==> src/rtl/uart_frame_loader.sv <==
// Framed UART byte-stream loader: sync word, 16-bit length, payload to BRAM port A, checksum.
// Optional ACK/NAK byte queue enabled by defining UART_FRAME_ACK_EN.
module uart_frame_loader #(
  parameter int unsigned CLK_FREQ   = 50000000,
  parameter int unsigned TIMEOUT_US = 1000,
  parameter int unsigned MAX_BYTES  = 16384,
  parameter logic [7:0]  SYNC0      = 8'hA5,
  parameter logic [7:0]  SYNC1      = 8'h5A
) (
  input  logic        sys_clk,
  input  logic        sys_rst_n,
  input  logic        rx_done,
  input  logic [7:0]  rx_data,
`ifdef UART_FRAME_ACK_EN
  input  logic        tx_busy,
  output logic        send_en,
  output logic [7:0]  send_data,
`endif
  output logic        ram_we,
  output logic [13:0] ram_addr,
  output logic [7:0]  ram_wdata,
  output logic        busy,
  output logic        frame_done,
  output logic        frame_err,
  output logic [1:0]  err_code,
  output logic [14:0] frame_len
);

  localparam int unsigned TIMEOUT_CYCLES = CLK_FREQ / 1000000 * TIMEOUT_US;
  // Firing when the counter steps onto TIMEOUT_CYCLES-1 puts frame_err exactly there.
  localparam logic [31:0] TmoFire = 32'(TIMEOUT_CYCLES - 2);

  typedef enum logic [2:0] {StIdle, StSync, StLenH, StLenL, StPayload, StCsum} state_e;

  state_e      state_q, state_d;
  logic [7:0]  len_hi_q, len_hi_d;
  logic [15:0] len_q, len_d;
  logic [14:0] idx_q, idx_d;
  logic [7:0]  sum_q, sum_d;
  logic [31:0] tmo_q, tmo_d;
  logic        ram_we_q, ram_we_d;
  logic [13:0] ram_addr_q, ram_addr_d;
  logic [7:0]  ram_wdata_q, ram_wdata_d;
  logic        busy_q, busy_d;
  logic        done_q, done_d;
  logic        err_q, err_d;
  logic [1:0]  err_code_q, err_code_d;
  logic [14:0] frame_len_q, frame_len_d;
  logic [15:0] rx_len;

  assign rx_len = {len_hi_q, rx_data};

  always_comb begin
    state_d     = state_q;
    len_hi_d    = len_hi_q;
    len_d       = len_q;
    idx_d       = idx_q;
    sum_d       = sum_q;
    tmo_d       = tmo_q;
    ram_we_d    = 1'b0;
    ram_addr_d  = ram_addr_q;
    ram_wdata_d = ram_wdata_q;
    done_d      = 1'b0;
    err_d       = 1'b0;
    err_code_d  = err_code_q;
    frame_len_d = frame_len_q;
    if (state_q != StIdle) tmo_d = tmo_q + 32'd1;

    if (rx_done) begin
      tmo_d = '0;
      unique case (state_q)
        StIdle: begin
          if (rx_data == SYNC0) begin
            state_d    = StSync;
            err_code_d = 2'd0;
          end
        end
        StSync: begin
          if (rx_data == SYNC1)      state_d = StLenH;
          else if (rx_data != SYNC0) state_d = StIdle;
        end
        StLenH: begin
          len_hi_d = rx_data;
          state_d  = StLenL;
        end
        StLenL: begin
          len_d = rx_len;
          if (rx_len == 16'd0 || rx_len > 16'(MAX_BYTES)) begin
            err_d      = 1'b1;
            err_code_d = 2'd2;
            state_d    = StIdle;
          end else begin
            idx_d   = '0;
            sum_d   = '0;
            state_d = StPayload;
          end
        end
        StPayload: begin
          ram_we_d    = 1'b1;
          ram_addr_d  = idx_q[13:0];
          ram_wdata_d = rx_data;
          sum_d       = sum_q + rx_data;
          idx_d       = idx_q + 15'd1;
          if ({1'b0, idx_q} + 16'd1 == len_q) state_d = StCsum;
        end
        StCsum: begin
          if (rx_data == sum_q) begin
            done_d      = 1'b1;
            frame_len_d = len_q[14:0];
          end else begin
            err_d      = 1'b1;
            err_code_d = 2'd1;
          end
          state_d = StIdle;
        end
        default: state_d = StIdle;
      endcase
    end else if (state_q != StIdle && tmo_q == TmoFire) begin
      err_d      = 1'b1;
      err_code_d = 2'd3;
      state_d    = StIdle;
      tmo_d      = '0;
    end
    busy_d = (state_d != StIdle);
  end

  always_ff @(posedge sys_clk or negedge sys_rst_n) begin
    if (!sys_rst_n) begin
      state_q     <= StIdle;
      len_hi_q    <= '0;
      len_q       <= '0;
      idx_q       <= '0;
      sum_q       <= '0;
      tmo_q       <= '0;
      ram_we_q    <= 1'b0;
      ram_addr_q  <= '0;
      ram_wdata_q <= '0;
      busy_q      <= 1'b0;
      done_q      <= 1'b0;
      err_q       <= 1'b0;
      err_code_q  <= '0;
      frame_len_q <= '0;
    end else begin
      state_q     <= state_d;
      len_hi_q    <= len_hi_d;
      len_q       <= len_d;
      idx_q       <= idx_d;
      sum_q       <= sum_d;
      tmo_q       <= tmo_d;
      ram_we_q    <= ram_we_d;
      ram_addr_q  <= ram_addr_d;
      ram_wdata_q <= ram_wdata_d;
      busy_q      <= busy_d;
      done_q      <= done_d;
      err_q       <= err_d;
      err_code_q  <= err_code_d;
      frame_len_q <= frame_len_d;
    end
  end

  assign ram_we     = ram_we_q;
  assign ram_addr   = ram_addr_q;
  assign ram_wdata  = ram_wdata_q;
  assign busy       = busy_q;
  assign frame_done = done_q;
  assign frame_err  = err_q;
  assign err_code   = err_code_q;
  assign frame_len  = frame_len_q;

`ifdef UART_FRAME_ACK_EN
  logic       ack_full_q, ack_full_d;
  logic [7:0] ack_byte_q, ack_byte_d;
  logic       send_en_q, send_en_d;
  logic [7:0] send_data_q, send_data_d;

  // Single-entry queue; a fresh result takes priority over draining the old one.
  always_comb begin
    ack_full_d  = ack_full_q;
    ack_byte_d  = ack_byte_q;
    send_en_d   = 1'b0;
    send_data_d = send_data_q;
    if (ack_full_q && !tx_busy) begin
      send_en_d   = 1'b1;
      send_data_d = ack_byte_q;
      ack_full_d  = 1'b0;
    end
    if (done_q) begin
      ack_full_d = 1'b1;
      ack_byte_d = 8'h06;
    end else if (err_q) begin
      ack_full_d = 1'b1;
      ack_byte_d = 8'h15;
    end
  end

  always_ff @(posedge sys_clk or negedge sys_rst_n) begin
    if (!sys_rst_n) begin
      ack_full_q  <= 1'b0;
      ack_byte_q  <= '0;
      send_en_q   <= 1'b0;
      send_data_q <= '0;
    end else begin
      ack_full_q  <= ack_full_d;
      ack_byte_q  <= ack_byte_d;
      send_en_q   <= send_en_d;
      send_data_q <= send_data_d;
    end
  end

  assign send_en   = send_en_q;
  assign send_data = send_data_q;
`endif

endmodule
==> config.mk <==
export PLATFORM = sky130hd
export DESIGN_NAME = uart_frame_loader
export DESIGN_NICKNAME = d
export VERILOG_FILES = /design/src/rtl/uart_frame_loader.sv
export SDC_FILE = /design/constraint.sdc
export NUM_CORES = 1
export LEC_CHECK = 0
export CORE_MARGIN = 2
export CORE_UTILIZATION = 38
export DETAILED_ROUTE_END_ITERATION = 8
export GPL_ROUTABILITY_DRIVEN = 1
export PLACE_DENSITY = 0.55
export SLEW_MARGIN = 10
export SYNTH_ARGS = -nofsm -noshare
export SYNTH_HDL_FRONTEND = slang
export SYNTH_SLANG_ARGS = --single-unit
==> constraint.sdc <==
create_clock -name sys_clk -period 2.6 [get_ports sys_clk]
set_input_delay 0.39 -clock sys_clk [delete_from_list [all_inputs] [get_ports sys_clk]]
set_output_delay 0.39 -clock sys_clk [all_outputs]
set_load 0.05 [all_outputs]
Word-level counts from Yosys, hierarchy flattened. Index checks and enable logic that the tools add are counted. Widths: inputs -> output; s select.

Bits in registers: 125. Output and inout port bits: 43. Logic and storage cells: 81.

Add/subtract/negate cells: 4. Order comparisons: 1. Equal/unequal tests: 16. Multiplexer cells: 31. Reductions and logical operators: 15.

Operator list (number): $mux 32 (3); $add 32x1->32 const B (1); $eq 32x16->1 const B (1); $pmux 15 s2 (1); $mux 3 (7); $add 15x1->16 const B (1); $eq 16x16->1 (1); $gt 16x15->1 const B (1); $logic_not 16->1 (1); $pmux 8 s2 (1); $add 15x1->15 const B (1); $mux 15 (1); $pmux 3 s5 (1); $mux 2 (5); $mux 1 (9); $ne 3x3->1 const B (3); $reduce_bool 3->1 (3); $add 8x8->8 (1); $eq 8x7->1 const B (1); $eq 8x8->1 (1); $eq 8x8->1 const B (1); $mux 8 (1); $ne 8x8->1 const B (1); $eq 3x2->1 const B (2); other kinds (13) (18).

Logic depth before layout (Yosys ltp).
Word-level depth: 6. Gate-level depth with buffers: 8. Depth with buffers taken out: 8.

Worst setup path after synthesis. OpenSTA, ideal clock, no wires.

Kind: in2reg. Start point: in rx_data[0]. End point: reg idx_q[8]. Setup time: 0.110 ns. Arrival: 2.167 ns. Data required time: 2.490 ns. Path slack: 0.322 ns. Stages on the path: 7. Cells stage by stage: or4_1 and4b_1 mux2_2 nor2_1 clkbuf_1 o21ai_0 o41ai_1.

Word-level cells in the longest chain between the ends: 4. Elaborated cells between the ends (all ways): 5.

RTL lines: start: declaration (line 13) `input logic [7:0] rx_data,`; $gt 16x15->1 or $logic_not 16->1 (tied branches) (line 88) `if (rx_len == 16'd0 || rx_len > 16'(MAX_BYTES)) begin`; $logic_or 1x1->1 * (line 88); $ne 2x2->1 (no source line) *; $reduce_and 3->1 (no source line) *; end signal: assignment (line 147) `idx_q <= idx_d;`; end: declaration (line 38) `logic [14:0] idx_q, idx_d;`.

Mark *: on every way between the ends. The rest lies on a longest branch, timed or not. A chain may end at the register's enable or synchronous reset.

Worst setup path after layout.
Start point: reg idx_q[4]. End point: reg state_q[0].

Word-level cells in the longest chain between the ends: 5.

RTL lines: $add 15x1->16 (line 104) `if ({1'b0, idx_q} + 16'd1 == len_q) state_d = StCsum;`; $eq 16x16->1 (line 104); $mux 3 (line 104); $pmux 3 s5 (line 71) `unique case (state_q)`; $mux 3 (line 69) `if (rx_done) begin`; via state_d[0] (line 35) `state_e state_q, state_d;`; end signal: assignment (line 129) `state_q <= StIdle;`; end signal: assignment (line 144) `state_q <= state_d;`; end: declaration (line 35).

The timed path passes the listed nets, and every way through them passes these cells.

==> flow_summary.toml <==
[synthesis]
synthDistinctLibCells = 57
avgSynthCellArea_um2 = 9.46
postSynthRegisterBits = 125
synth_seq_area_share_pct = 50.3
syn_nets = 680
synthesis.area_um2 = 6220
synth_enable_flop_cells = 0
asyncSetResetFlopFracSynth_pct = 100
ys.warnings.count = 0
dominantRegCellSynth = "sky130_fd_sc_hd__dfrtp_1"
synthesized_netlist_cell_count = 658

[detailed_routing]
drc = 0
detail_route.iter0.violations = 361
drt_first_pass_iters = 5
routedWlPerCell_um = 16.3
ant_nets = 0
vias = 5171
detail_route.wirelength_mm = 16.0
vias_per_cell = 5.26

[final_layout]
antenna_cells_inserted = 0
layout-drive-gt1-share_pct = 15.4
final_util_pct = 49.7
areaGrowthSynthToFinish_pct = 27.3
most_common_library_cell_in_the_layout_ignoring_fill_and_taps = "sky130_fd_sc_hd__nand2_1"
layout.cells.most_common_list = "sky130_fd_sc_hd__nand2_1, sky130_fd_sc_hd__dfrtp_1, sky130_fd_sc_hd__nor2_1"
nets = 777

[global_route]
grt_antenna_before_repair = 0
grt_max_degree = 60
global_route.overflow_total = 0
first_pass_grt_wire_length_mm = 27.0
grt_use_total_pct = 19.4
grt_pass1_vias = 5116

[clock_tree]
clk_pin_slew_worst_paths_ns = 0.06
clock_insertion_delay_at_the_later_pin_of_the_skew_report_ns = 0.42
ctsHoldBuffers = 0
cts_tree = "done"
clock-sinks = 125
post-cts-setup-buffers = 0
tritoncts.num_buffers = 17
h-tree-depth = 4
clock_tree_root_driver_cell = "sky130_fd_sc_hd__clkbuf_16"
buffer_levels_on_the_longest_clock_path = 2

[sta]
grt_setup_unrepaired = "false"
peak_freq_mhz = 411
final-setup-viol-count = 0
finalMaxSlewViolations = 0
fin_skew_ns = 0.00602
slew_headroom_pct = 47.1
final_hold_viol_count = 0
max_slew.worst_pin.slew_ns = 0.794
holdWs_ns = 0.0628
finalCriticalPeriod_ns = 2.43
final.period_utilization_pct = 93.5

[setup_path]
worst_ep_arrival_time_ns = 2.68
critPathMaxStageDelay_ns = 0.56
crit-reg2reg-capture = "state_q[0]$_DFF_PN0_"
timing.critical_path.buf_inv = 0
worst_path_dominant_cell_family = "compound AO/OA/AOI/OAI gates"
crit_path_end_kind = "flip-flop"
worstRegToRegCells = 5
cp-start-kind = "flip-flop"
startpoint = "idx_q[4]$_DFFE_PN0P_"
rrSetupSlack_ns = 0.17
critical_path.max_fanout = 10
worstReg2RegStart = "idx_q[4]$_DFFE_PN0P_"
cp_slowest_cell = "sky130_fd_sc_hd__o41ai_1"
worst_ep_required_time_ns = 2.85
crit_chain = "nand3_1, nor3_1, mux2i_1, a2111o_1, o41ai_1"
critical_path_start_end_classification = "flip-flop to flip-flop"

[run_status]
run_status = "complete, no violations"

[die]
die_y_um = 132
die_x_um = 132
boundaryPins = 54
row_count = 46
dieArea_um2 = 17400
placeableCoreArea_um2 = 15900
initial_core_util_pct = 39.0

[placement]
numPortBuffers = 53
place.detailed.hpwl_mm = 11.3
place_congestion = 0.856

[job]
max_cap_viol_count = 0

[pwr]
max_ir_drop_vdd_v = 0.000476
power.density_nw_per_um2 = 558
static-leakage-power_nw = 3.70

[hold_path]
timing.hold.worst.class = "input pin to asynchronous set/reset pin"
## layer usage
metal  GRT usage (%)  routed length [µm]  up-vias
met1            26.5                7430     2538
li1                -                   -     2479
met5               0                   0        -
met3            4.34                 758       17
met4            5.07                 173        0
met2            31.4                7630      137
## state kept, by name (all words and copies together) (netlist names), 2 cells and up
| signal | cells |
|---|---|
| len_q | 16 |
| state_q | 3 |
| frame_len | 15 |
| idx_q | 15 |
| len_hi_q | 8 |
| tmo_q | 32 |
| ram_wdata | 8 |
| err_code | 2 |
| sum_q | 8 |
| ram_addr | 14 |
## layout make-up
class	count	area, µm²
clock inverters	15	145
multi-input cells	495	2960
well taps	216	270
fillers	1493	8020
repair buffers	106	951
flip-flops and latches	125	3130
inverters	10	37.5
clock buffers	17	425
## cell families after synthesis
kind of cell,share of synthesized area [%]
buf+inv,2.29
simple gates,23.3
fa+ha+maj,2.33
xor+xnor,7.88
flops,50.3
compound gates,9.47
mux,4.50
## cells in the mapped netlist, types with 6 or more instances
cell type,n,share of area [%]
sky130_fd_sc_hd__nand3_1,23,1.8
sky130_fd_sc_hd__nor4_1,11,1.1
sky130_fd_sc_hd__clkbuf_1,28,1.7
sky130_fd_sc_hd__nand4_1,12,1.2
sky130_fd_sc_hd__inv_1,9,0.54
sky130_fd_sc_hd__nor3_1,15,1.2
sky130_fd_sc_hd__ha_1,10,2.0
sky130_fd_sc_hd__xor2_1,31,4.4
sky130_fd_sc_hd__mux2_2,24,4.3
sky130_fd_sc_hd__o21ai_0,39,3.1
sky130_fd_sc_hd__nor2_1,60,3.6
sky130_fd_sc_hd__o31ai_1,7,0.84
sky130_fd_sc_hd__nand2_1,141,8.5
sky130_fd_sc_hd__and2_1,6,0.60
sky130_fd_sc_hd__dfrtp_1,125,50
sky130_fd_sc_hd__and3_1,8,0.80
sky130_fd_sc_hd__a21oi_1,13,1.0
sky130_fd_sc_hd__and4_1,7,0.99
sky130_fd_sc_hd__xnor2_1,25,3.5
## what timing repair did
| item | CTS | global route |
|---|---|---|
| gates resized for setup | 0 | 1 |
| endpoints found under the hold margin | 0 | 0 |
| setup endpoints to repair | 0 | 2 |
## per-stage QoR
step / setup slack (ns) / setup TNS, ns / cells / cell area (µm²) / power (W)
3_5_place_dp: -0.110 / -1.40 / 952 / 7340 / 0.00216
6_report: 0.168 / 0 / 984 / 7920 / 0.00442
4_1_cts: 0.127 / 0 / 984 / 7920 / 0.00448
3_3_place_gp: -0.0813 / -1.01 / 952 / 7340 / 0.00216
5_1_grt: 0.00714 / 0 / 984 / 7920 / 0.00459
2_1_floorplan: 0.322 / 0 / 658 / 6220 / 0.00204
## power by group
part | internal (W) | switching, W
clock | 0.00140 | 0.000893
combinational | 0.0000587 | 0.000109
sequential | 0.00195 | 0.00000461
## worst max path at each step
stage | cells after the start | endpoint | slack (ns)
detailed placement | 8 | idx_q[13]$_DFFE_PN0P_ | -0.11
CTS | 7 | state_q[0]$_DFF_PN0_ | 0.13
floorplan | 7 | idx_q[8]$_DFFE_PN0P_ | 0.32
finish | 5 | state_q[0]$_DFF_PN0_ | 0.17
global placement | 8 | idx_q[13]$_DFFE_PN0P_ | -0.08
global route | 5 | state_q[0]$_DFF_PN0_ | 0.007
No activity file was read; power rests on OpenSTA's default activity.
